`src/rtl/sum_frame_accumulator_pkg.sv`:
```
// Shared definitions for the sum-stage consumer blocks: default widths and
// the frame accumulator state encoding.
package sum_pkg;

    localparam int SUM_DATA_W = 8;
    localparam int SUM_ACC_W  = 16;

    typedef enum logic {
        ACCUM = 1'b0,
        HOLD  = 1'b1
    } state_e;

endpackage : sum_pkg

```
`src/rtl/sum_frame_accumulator_if.sv`:
```
// Stream bundle between the adder stage, the frame accumulator and the
// consumer of frame totals.
interface sum_frame_accumulator_if #(
    parameter int DATA_W = 8,
    parameter int ACC_W  = 16,
    parameter int CNT_W  = 3
);
    logic              in_valid;
    logic              in_ready;
    logic [DATA_W-1:0] in_data;
    logic              out_valid;
    logic              out_ready;
    logic [ACC_W-1:0]  out_total;
    logic              out_ovf;
    logic [CNT_W-1:0]  out_count;

    // Accumulator side.
    modport slave (
        input  in_valid, in_data, out_ready,
        output in_ready, out_valid, out_total, out_ovf, out_count
    );

    // Environment side: upstream producer plus downstream consumer.
    modport master (
        output in_valid, in_data, out_ready,
        input  in_ready, out_valid, out_total, out_ovf, out_count
    );
endinterface : sum_frame_accumulator_if

```
`src/rtl/sum_frame_accumulator.sv`:
```
// Reduces FRAME_LEN consecutive upstream sums to one ACC_W-bit total with a
// sticky wrap flag, held on the output until the consumer takes it.
module sum_frame_accumulator
    import sum_pkg::*;
#(
    parameter int DATA_W    = SUM_DATA_W,
    parameter int ACC_W     = SUM_ACC_W,
    parameter int FRAME_LEN = 4,
    parameter int CNT_W     = $clog2(FRAME_LEN + 1)
) (
    input  logic clk,
    input  logic rst_n,
    input  logic clr,
    sum_frame_accumulator_if.slave bus
);

    state_e             state_q, state_d;
    logic [ACC_W-1:0]   acc_q, acc_d;
    logic [CNT_W-1:0]   cnt_q, cnt_d;
    logic               ovf_acc_q, ovf_acc_d;
    logic [ACC_W-1:0]   total_q, total_d;
    logic               ovf_q, ovf_d;

    logic               out_valid;
    logic               in_ready;
    logic               accept;
    logic               closing;
    logic [ACC_W:0]     sum_ext;

    assign out_valid = (state_q == HOLD);
    assign in_ready  = !clr && (!out_valid || bus.out_ready);
    assign accept    = bus.in_valid && in_ready;
    assign closing   = accept && (cnt_q == CNT_W'(FRAME_LEN - 1));

    // Extra top bit captures the carry out of the ACC_W-bit add.
    assign sum_ext = {1'b0, acc_q} + {{(ACC_W - DATA_W + 1){1'b0}}, bus.in_data};

    always_comb begin
        state_d   = state_q;
        acc_d     = acc_q;
        cnt_d     = cnt_q;
        ovf_acc_d = ovf_acc_q;
        total_d   = total_q;
        ovf_d     = ovf_q;

        if (state_q == HOLD && bus.out_ready) begin
            state_d = ACCUM;
        end

        if (clr) begin
            acc_d     = '0;
            cnt_d     = '0;
            ovf_acc_d = 1'b0;
        end else if (closing) begin
            // A closing accept wins over the release above: stay in HOLD.
            total_d   = sum_ext[ACC_W-1:0];
            ovf_d     = ovf_acc_q | sum_ext[ACC_W];
            state_d   = HOLD;
            acc_d     = '0;
            cnt_d     = '0;
            ovf_acc_d = 1'b0;
        end else if (accept) begin
            acc_d     = sum_ext[ACC_W-1:0];
            cnt_d     = cnt_q + CNT_W'(1);
            ovf_acc_d = ovf_acc_q | sum_ext[ACC_W];
        end
    end

    always_ff @(posedge clk or negedge rst_n) begin
        if (!rst_n) begin
            state_q   <= ACCUM;
            acc_q     <= '0;
            cnt_q     <= '0;
            ovf_acc_q <= 1'b0;
            total_q   <= '0;
            ovf_q     <= 1'b0;
        end else begin
            state_q   <= state_d;
            acc_q     <= acc_d;
            cnt_q     <= cnt_d;
            ovf_acc_q <= ovf_acc_d;
            total_q   <= total_d;
            ovf_q     <= ovf_d;
        end
    end

    assign bus.in_ready  = in_ready;
    assign bus.out_valid = out_valid;
    assign bus.out_total = total_q;
    assign bus.out_ovf   = ovf_q;
    assign bus.out_count = cnt_q;

endmodule : sum_frame_accumulator

```
`src/flat_wrapper.sv`:
```
// flat-port wrapper written by rule: the top's interface ports become plain ports
module sum_frame_accumulator_flat import sum_pkg::*;
#(
    parameter int DATA_W    = SUM_DATA_W,
    parameter int ACC_W     = SUM_ACC_W,
    parameter int FRAME_LEN = 4,
    parameter int CNT_W     = $clog2(FRAME_LEN + 1)
)
  (clk, rst_n, clr, bus_in_valid, bus_in_data, bus_out_ready, bus_in_ready, bus_out_valid, bus_out_total, bus_out_ovf, bus_out_count);
  sum_frame_accumulator_if #(.DATA_W(DATA_W), .ACC_W(ACC_W), .CNT_W(CNT_W)) bus_i ();
  input  logic clk;
  input  logic rst_n;
  input  logic clr;
  input wire logic [$bits(bus_i.in_valid)-1:0] bus_in_valid;
  input wire logic [$bits(bus_i.in_data)-1:0] bus_in_data;
  input wire logic [$bits(bus_i.out_ready)-1:0] bus_out_ready;
  output wire logic [$bits(bus_i.in_ready)-1:0] bus_in_ready;
  output wire logic [$bits(bus_i.out_valid)-1:0] bus_out_valid;
  output wire logic [$bits(bus_i.out_total)-1:0] bus_out_total;
  output wire logic [$bits(bus_i.out_ovf)-1:0] bus_out_ovf;
  output wire logic [$bits(bus_i.out_count)-1:0] bus_out_count;
  assign bus_i.in_valid = bus_in_valid;
  assign bus_i.in_data = bus_in_data;
  assign bus_i.out_ready = bus_out_ready;
  assign bus_in_ready = bus_i.in_ready;
  assign bus_out_valid = bus_i.out_valid;
  assign bus_out_total = bus_i.out_total;
  assign bus_out_ovf = bus_i.out_ovf;
  assign bus_out_count = bus_i.out_count;
  sum_frame_accumulator #(.DATA_W(DATA_W), .ACC_W(ACC_W), .FRAME_LEN(FRAME_LEN), .CNT_W(CNT_W)) u_core (.clk(clk), .rst_n(rst_n), .clr(clr), .bus(bus_i));
endmodule
```
`config.mk`:
```
export PLATFORM = sky130hd
export DESIGN_NAME = sum_frame_accumulator_flat
export DESIGN_NICKNAME = d
export VERILOG_FILES = /design/src/rtl/sum_frame_accumulator_pkg.sv /design/src/rtl/sum_frame_accumulator_if.sv /design/src/rtl/sum_frame_accumulator.sv /design/src/flat_wrapper.sv
export SDC_FILE = /design/constraint.sdc
export NUM_CORES = 1
export LEC_CHECK = 0
export ABC_CLOCK_PERIOD_IN_PS = 5800
export CORE_AREA = 4 4 72 74
export CTS_CLUSTER_DIAMETER = 120
export CTS_CLUSTER_SIZE = 28
export DETAILED_ROUTE_END_ITERATION = 8
export DIE_AREA = 0 0 76 78
export PLACE_DENSITY = 0.68
export SLEW_MARGIN = 20
export SYNTH_ARGS = -nofsm -noshare
export SYNTH_HDL_FRONTEND = slang
export SYNTH_SLANG_ARGS = --single-unit
```
`constraint.sdc`:
```
create_clock -name clk -period 5.8 [get_ports clk]
set_input_delay 1.16 -clock clk [delete_from_list [all_inputs] [get_ports clk]]
set_output_delay 1.16 -clock clk [all_outputs]
set_load 0.02 [all_outputs]
```
==> summary.md, run 1 <==
| Metric | Value |
|---|---|
| Most common cell on crit path | clkdlybuf4s50_1 |
| Share of cells above drive strength 1 | 0.0640 |
| I/O pin count | 35 |
| WP data required | 4.64 ns |
| Final Hold Viols | 0 |
| Status | completed |
| Clock Skews | 0.0131 ns |
| Largest net degree at the start of global routing | 39 |
| Register-to-register setup slack | 3.42 ns |
| Area delta synth->final | 25.4% |
| YS warnings | 0 |
| Worst Hold End | u_core.bus.out_total[3]$_DFFE_PN0P_ |
| Setup crit start kind | input pin |
| Internal | 0.548 mW |
| Crit-path cells | clkdlybuf4s50_1, nor2_1, clkdlybuf4s50_1 |
| Setup ws final | 2.18 ns |
| Mapped Nets | 237 |
| Final HPWL DP | 3.13 mm |
| Place WS | 2.18 ns |
| Initial DRC count | 115 |
| Clock buffer depth | 2 |
| Worst r2r dst | u_core.bus.out_total[14]$_DFFE_PN0P_ |
| Initial DRT Pass Iterations | 5 |
| Hold Path Stages | 2 |
| Die span in x | 76 um |
| Final nets | 272 |
| Max rail drop VDD | 0.181 mV |
| Path depth of the worst reg2reg path | 7 |
| Post-synth top area share | 0.474 |
| Die Span Y | 78 um |
| Post-route clock period utilization | 0.624 |
| First-pass GRT wire length | 7.76 mm |
| Clock buffer count from CTS | 5 |
| Gr ovfl total | 0 |
| Fin crit period | 3.62 ns |
| Initial Utilization | 0.436 |
| Core Area | 0.00460 sq mm |
| Hold-fix buffers, CTS | 0 |
| Crit-path max cell delay | 0.61 ns |
| Slowest library cell on the worst path | clkdlybuf4s50_1 |
| Post-Syn Area per Cell | 9.37 sq um |
| Post-layout util | 0.547 |
| Worst r2r src | u_core.acc_q[0]$_DFFE_PN0P_ |
| Seq/Total Area, Yosys | 0.474 |
| Count leader, synth | nand2_1 |
| Postcts setup bufs | 0 |
| Setup tns final | 0 ns |
| Sequential share of power | 0.411 |
| H-tree levels | 2 |
| Clock transition at path regs | 0.07 ns |
| Hold path start | u_core.bus.out_total[3]$_DFFE_PN0P_ |
| F_max | 276 MHz |
| CTS tree | built |
| Slew Limit Fails | 0 |
| Combinational power share | 0.235 |
| Switching power | 0.219 mW |
| CP Data Arrival Time | 2.46 ns |
| GP Congestion | 0.821 |
| Sw frac | 0.285 |
| Leak | 1.14 nW |
| Routed vias | 1643 |
| CTS root buffer | clkbuf_8 |
| CP Max Fanout | 8 |
| Rel. slew slack | 0.419 |
| Yosys top cell by area | dfrtp_1 |
| Worst setup path class | input pin to primary output |
| Top_reg_cell synth | dfrtp_1 |
| Port bufs | 34 |
| Max Cap Viol | 0 |
| Worst min path class | flop to flop |
| Post-synth cell types | 35 |
| Syn Std Cell Area | 0.00201 sq mm |
| Antenna violations before repair | 0 |
| Pwr dens | 305 mW/mm^2 |
| CTS sink count | 38 |
| Register bit total from synthesis | 38 |
| Number of synthesized flops with an enable pin | 0 |
| Antenna viol nets, final | 0 |
| Gate Count Post-Synth | 214 |
| Ranking of synthesized cells by area | dfrtp_1 47%, nand2_1 7.7%, ha_1 5.6% |
| Endpoint class of the critical path | primary output |
| Power Total | 0.767 mW |
| DRC viols | 0 |
| Slew @ Worst Pin | 0.871 ns |
| All-Layer GR Usage | 0.162 |
| # rows | 25 |
| Avg Vias per Cell | 5.40 |
| Unrepaired setup endpoints after global routing | false |
| N_diodes | 0 |
| Fraction of registers with async set/reset | 1.00 |
| DIE AREA | 0.00593 sq mm |
| Clock power frac | 0.353 |
| Post-synth top cells | 41 x nand2_1, 38 x dfrtp_1, 18 x o21ai_0 |
| Clk_lat worst skew | 0.30 ns |
| WL per Instance | 14.6 um |
| Vias in the first global route | 1635 |
| Detailed Route WL | 4.43 mm |
| Count of final setup violators | 0 |
| Post-CTS sizing | 0 |
[cells by family after synthesis]
logic type | share of synthesized area
multiplexers | 0.00561
XOR/XNOR | 0.0480
AND/OR/NAND/NOR | 0.187
buffers and inverters | 0.0250
flip-flops | 0.474
AO/OA/AOI/OAI | 0.194
adder cells (fa/ha/maj) | 0.0661
[worst max-delay path: cells and delay by family]
kind / cells / cell delay, ns
buffers and inverters: 2 / 1.15
and+or+nand+nor: 1 / 0.15
[final cells by class]
type / instances / area [sq um]
well taps: 54 / 67.6
clock buffers: 5 / 68.8
inverters: 3 / 11.3
flip-flops and latches: 38 / 951
fillers: 442 / 2080
clock inverters: 3 / 68.8
repair buffers: 35 / 343
multi-input cells: 166 / 1000
[worst max-delay path by stage]
stage | endpoint | slack, ns | from
floorplan | u_core.bus.out_total[12]$_DFFE_PN0P_ | 2.92 | bus_in_data[0]
global placement | bus_in_ready | 2.20 | clr
detailed placement | bus_in_ready | 2.18 | clr
CTS | bus_in_ready | 2.18 | clr
global route | bus_in_ready | 2.11 | clr
finish | bus_in_ready | 2.18 | clr
[through the flow]
step / cell area, sq um / std cells / hold WS, ns
3_3_place_gp: 2380 / 296 / 0.460
6_report: 2510 / 304 / 0.477
4_1_cts: 2510 / 304 / 0.482
3_5_place_dp: 2380 / 296 / 0.465
2_1_floorplan: 2010 / 214 / 0.470
5_1_grt: 2510 / 304 / 0.502
[flip-flops by register name, indices dropped and copies added (netlist names)]
| register | cells |
|---|---|
| u_core.bus.out_total | 16 |
| u_core.acc_q | 16 |
| u_core.bus.out_count | 3 |
| u_core.bus.out_ovf | 1 |
| u_core.bus.out_valid | 1 |
| u_core.ovf_acc_q | 1 |
[power groups by stage]
stage / combinational (mW) / clock (mW) / sequential [mW]
finish: 0.181 / 0.271 / 0.315
global route: 0.200 / 0.292 / 0.319
CTS: 0.182 / 0.277 / 0.315
detailed placement: 0.181 / 0 / 0.320
global placement: 0.180 / 0 / 0.320
floorplan: 0.0978 / 0 / 0.336
[cells in the final DEF (no fill, tap or decap), types with 2 or more instances in the layout]
cell type,instances
xnor2_1,7
nand2b_1,2
dfrtp_1,38
inv_1,3
clkbuf_8,5
or4_1,2
a31oi_1,11
nor2b_1,2
nand3_1,10
a22o_1,6
and3_1,2
o211ai_1,5
nand2_1,41
nor3_1,3
a21oi_1,13
ha_1,9
clkdlybuf4s50_1,33
bufinv_16,2
o21ai_0,18
nor2_1,10
xor2_1,4
nand4_1,2
a21o_1,4
or3_1,4
[metal layers]
layer / share of wire / GRT usage / wire length, um / vias up
met2: 0.43 / 0.238 / 1920 / 38
met3: 0.052 / 0.0348 / 231 / 4
met5: 0 / 0 / 0 / -
met1: 0.50 / 0.232 / 2220 / 766
met4: 0.014 / 0.0658 / 64 / 0
li1: - / - / - / 835
(Power assumes the default switching activity.)
==> run 2, diff against run 1 <==
--- a/config.mk
+++ b/config.mk
@@ -5,13 +5,13 @@
 export SDC_FILE = /design/constraint.sdc
 export NUM_CORES = 1
 export LEC_CHECK = 0
-export ABC_CLOCK_PERIOD_IN_PS = 5800
+export ABC_CLOCK_PERIOD_IN_PS = 3100
 export CORE_AREA = 4 4 72 74
 export CTS_CLUSTER_DIAMETER = 120
 export CTS_CLUSTER_SIZE = 28
 export DETAILED_ROUTE_END_ITERATION = 8
 export DIE_AREA = 0 0 76 78
-export PLACE_DENSITY = 0.68
+export PLACE_DENSITY = 0.71
 export SLEW_MARGIN = 20
 export SYNTH_ARGS = -nofsm -noshare
 export SYNTH_HDL_FRONTEND = slang
==> constraint.sdc (replaced) <==
create_clock -name clk -period 3.1 [get_ports clk]
set_input_delay 0.62 -clock clk [delete_from_list [all_inputs] [get_ports clk]]
set_output_delay 0.62 -clock clk [all_outputs]
set_load 0.02 [all_outputs]
==> run 2 against run 1 <==
  * Combinational power rose by 91%
  * Non-clock buffer count rose by 6
  * Global-route usage rose by 0.16 points
  * Flip-flop and latch count did not move
  * Wire length rose by 4.1%
  * Cell area rose by 2.0%
  * First-iteration DRC count fell by 22%
  * Clock-buffer cell count rose by 1
  * Die area did not move
  * Register-to-register slack got worse by 2.7 ns
  * Critical path depth rose by 5
  * Highest routed layer unchanged
  * Critical path type is now input pin to flop
==> summary.md, run 2 (synthesis gave the netlist of run 1 again) <==
| Metric | Value |
|---|---|
| Clk_lat worst skew | 0.30 ns (about the same) |
| WL per Instance | 14.9 um (+2.0%) |
| Share of cells above drive strength 1 | 0.0859 (+0.0219) |
| H-tree levels | 2 (unchanged) |
| Hold-fix buffers, CTS | 0 (unchanged) |
| Postcts setup bufs | 0 (unchanged) |
| Gr ovfl total | 0 (unchanged) |
| Setup tns final | 0 ns (unchanged) |
| Fill count | 411 (-7.0%) |
| N_diodes | 0 (unchanged) |
| Initial DRT Pass Iterations | 4 (-1) |
| Routed vias | 1711 (+4.1%) |
| Clock Skews | 0.00682 ns (-0.00629 ns) |
| Post-route clock period utilization | 0.869 |
| Most common cell after layout, fill and taps aside | nand2_1 |
| Die Span Y | 78 um (unchanged) |
| Antenna viol nets, final | 0 (unchanged) |
| Fin crit period | 2.69 ns |
| First-pass GRT wire length | 7.92 mm (+2.0%) |
| Final nets | 278 (+2.2%) |
| Post-layout util | 0.558 (+0.0109) |
| Leak | 1.17 nW (+2.9%) |
| Vias in the first global route | 1696 (+3.7%) |
| Setup crit start kind | input pin |
| Endpoint class of the critical path | flop |
| Count of final setup violators | 0 (unchanged) |
| Rel. slew slack | 0.433 (+0.0143) |
| DIE AREA | 0.00593 sq mm (unchanged) |
| Pwr dens | 572 mW/mm^2 (+87%) |
| Slew Limit Fails | 0 (unchanged) |
| Power Total | 1.47 mW (+91%) |
| F_max | 371 MHz |
| Met3 Usage GRT | 0.0441 (+0.00928) |
| DRC viols | 0 (unchanged) |
| Largest net degree at the start of global routing | 39 (unchanged) |
| CTS sink count | 38 (unchanged) |
| Status | completed |
| Final Hold Viols | 0 (unchanged) |
| Antenna violations before repair | 0 (unchanged) |
| Most frequent cells in the layout | 41 x nand2_1, 38 x dfrtp_1, 33 x clkdlybuf4s50_1 |
| Gr busiest metal | met2 |
| M1 GR Usage | 0.213 (-0.0183) |
| Worst setup path class | input pin to flop |
| Clock buffer count from CTS | 5 (unchanged) |
| CP Max Fanout | 12 (+4) |
| Initial DRC count | 90 (-22%) |
| Post-CTS sizing | 0 (unchanged) |
| Unrepaired setup endpoints after global routing | false |
| Die span in x | 76 um (unchanged) |
| CP Data Arrival Time | 2.91 ns (+0.45 ns) |
| Final HPWL DP | 3.23 mm (+3.2%) |
| Worst min path class | input pin to asynchronous set/reset pin |
| Met2 usage | 0.263 (+0.0248) |
| I/O pin count | 35 (unchanged) |
| Area delta synth->final | 27.9% |
| Slew @ Worst Pin | 0.850 ns (-0.0215 ns) |
| Clock buffer depth | 2 (unchanged) |
| Clock transition at path regs | 0.08 ns (about the same) |
| Initial Utilization | 0.436 (unchanged) |
| CTS tree | built |
| Max rail drop VDD | 0.258 mV (+42%) |
| Max Cap Viol | 0 (unchanged) |
| All-Layer GR Usage | 0.164 (+0.00156) |
| Detailed Route WL | 4.61 mm (+4.1%) |
| WP data required | 3.32 ns (-1.32 ns) |
| GP Congestion | 0.791 (-3.7%) |
| Avg Vias per Cell | 5.52 (+2.1%) |
| # rows | 25 (unchanged) |
| CTS root buffer | clkbuf_8 |
| Core Area | 0.00460 sq mm (unchanged) |
| Port bufs | 34 (unchanged) |
## run 2: changes by cell type in the layout (fill, tap and decap cells not counted)
| cell | delta |
|---|---|
| buf_4 | +6 |
| clkbuf_8 | +1 |
| clkinv_4 | -1 |
## run 2: final timing paths
check | from | end | slack (ns) | cells after the start
setup / recovery | bus_in_data[0] | u_core.bus.out_total[10]$_DFFE_PN0P_ | 0.41 | 8
max in group asynchronous | rst_n | u_core.acc_q[3]$_DFFE_PN0P_ | 2.14 | 1
min in group clk | u_core.bus.out_total[3]$_DFFE_PN0P_ | u_core.bus.out_total[3]$_DFFE_PN0P_ | 0.48 | 2
hold reg to reg | u_core.bus.out_total[3]$_DFFE_PN0P_ | u_core.bus.out_total[3]$_DFFE_PN0P_ | 0.48 | 2
setup reg to reg | u_core.acc_q[0]$_DFFE_PN0P_ | u_core.bus.out_total[10]$_DFFE_PN0P_ | 0.76 | 7
hold / removal | rst_n | u_core.bus.out_total[11]$_DFFE_PN0P_ | 0.42 | 1
## run 2: layout make-up
cell class / instances / area (sq um) / share of cell area
Clock inverter: 2 / 60.1 / 0.0234
Inverter: 3 / 11.3 / 0.00439
Tap cell: 54 / 67.6 / 0.0263
Multi-Input combinational cell: 166 / 1000 / 0.392
Timing Repair Buffer: 41 / 388 / 0.151
Clock buffer: 6 / 82.6 / 0.0322
Sequential cell: 38 / 951 / 0.371
## run 2: per-stage QoR
step	std cells	area [sq um]	hold WS [ns]	setup slack [ns]
4_1_cts	310	2560	0.466	0.400
3_5_place_dp	302	2420	0.467	0.0929
3_3_place_gp	302	2420	0.461	0.163
2_1_floorplan	214	2010	0.324	0.759
6_report	310	2560	0.421	0.407
5_1_grt	310	2560	0.495	0.212
## run 2: worst max-delay path: stages
cell,delay [ns]
clkdlybuf4s50_1,0.40
ha_1,0.25
fa_1,0.41
a21o_1,0.22
a221oi_2,0.32
o21a_1,0.38
o21ai_0,0.13
a31oi_1,0.18
## run 2: metal layers
metal  up-vias  wire [um]
met5         -          0
met4         0         63
met3         6        193
met2        30       2130
met1       828       2230
li1        847          -
## run 2: where the power goes
part           internal (mW)  total (mW)  switching, mW
sequential             0.548       0.591         0.0428
clock                  0.343       0.530          0.187
combinational          0.159       0.345          0.186
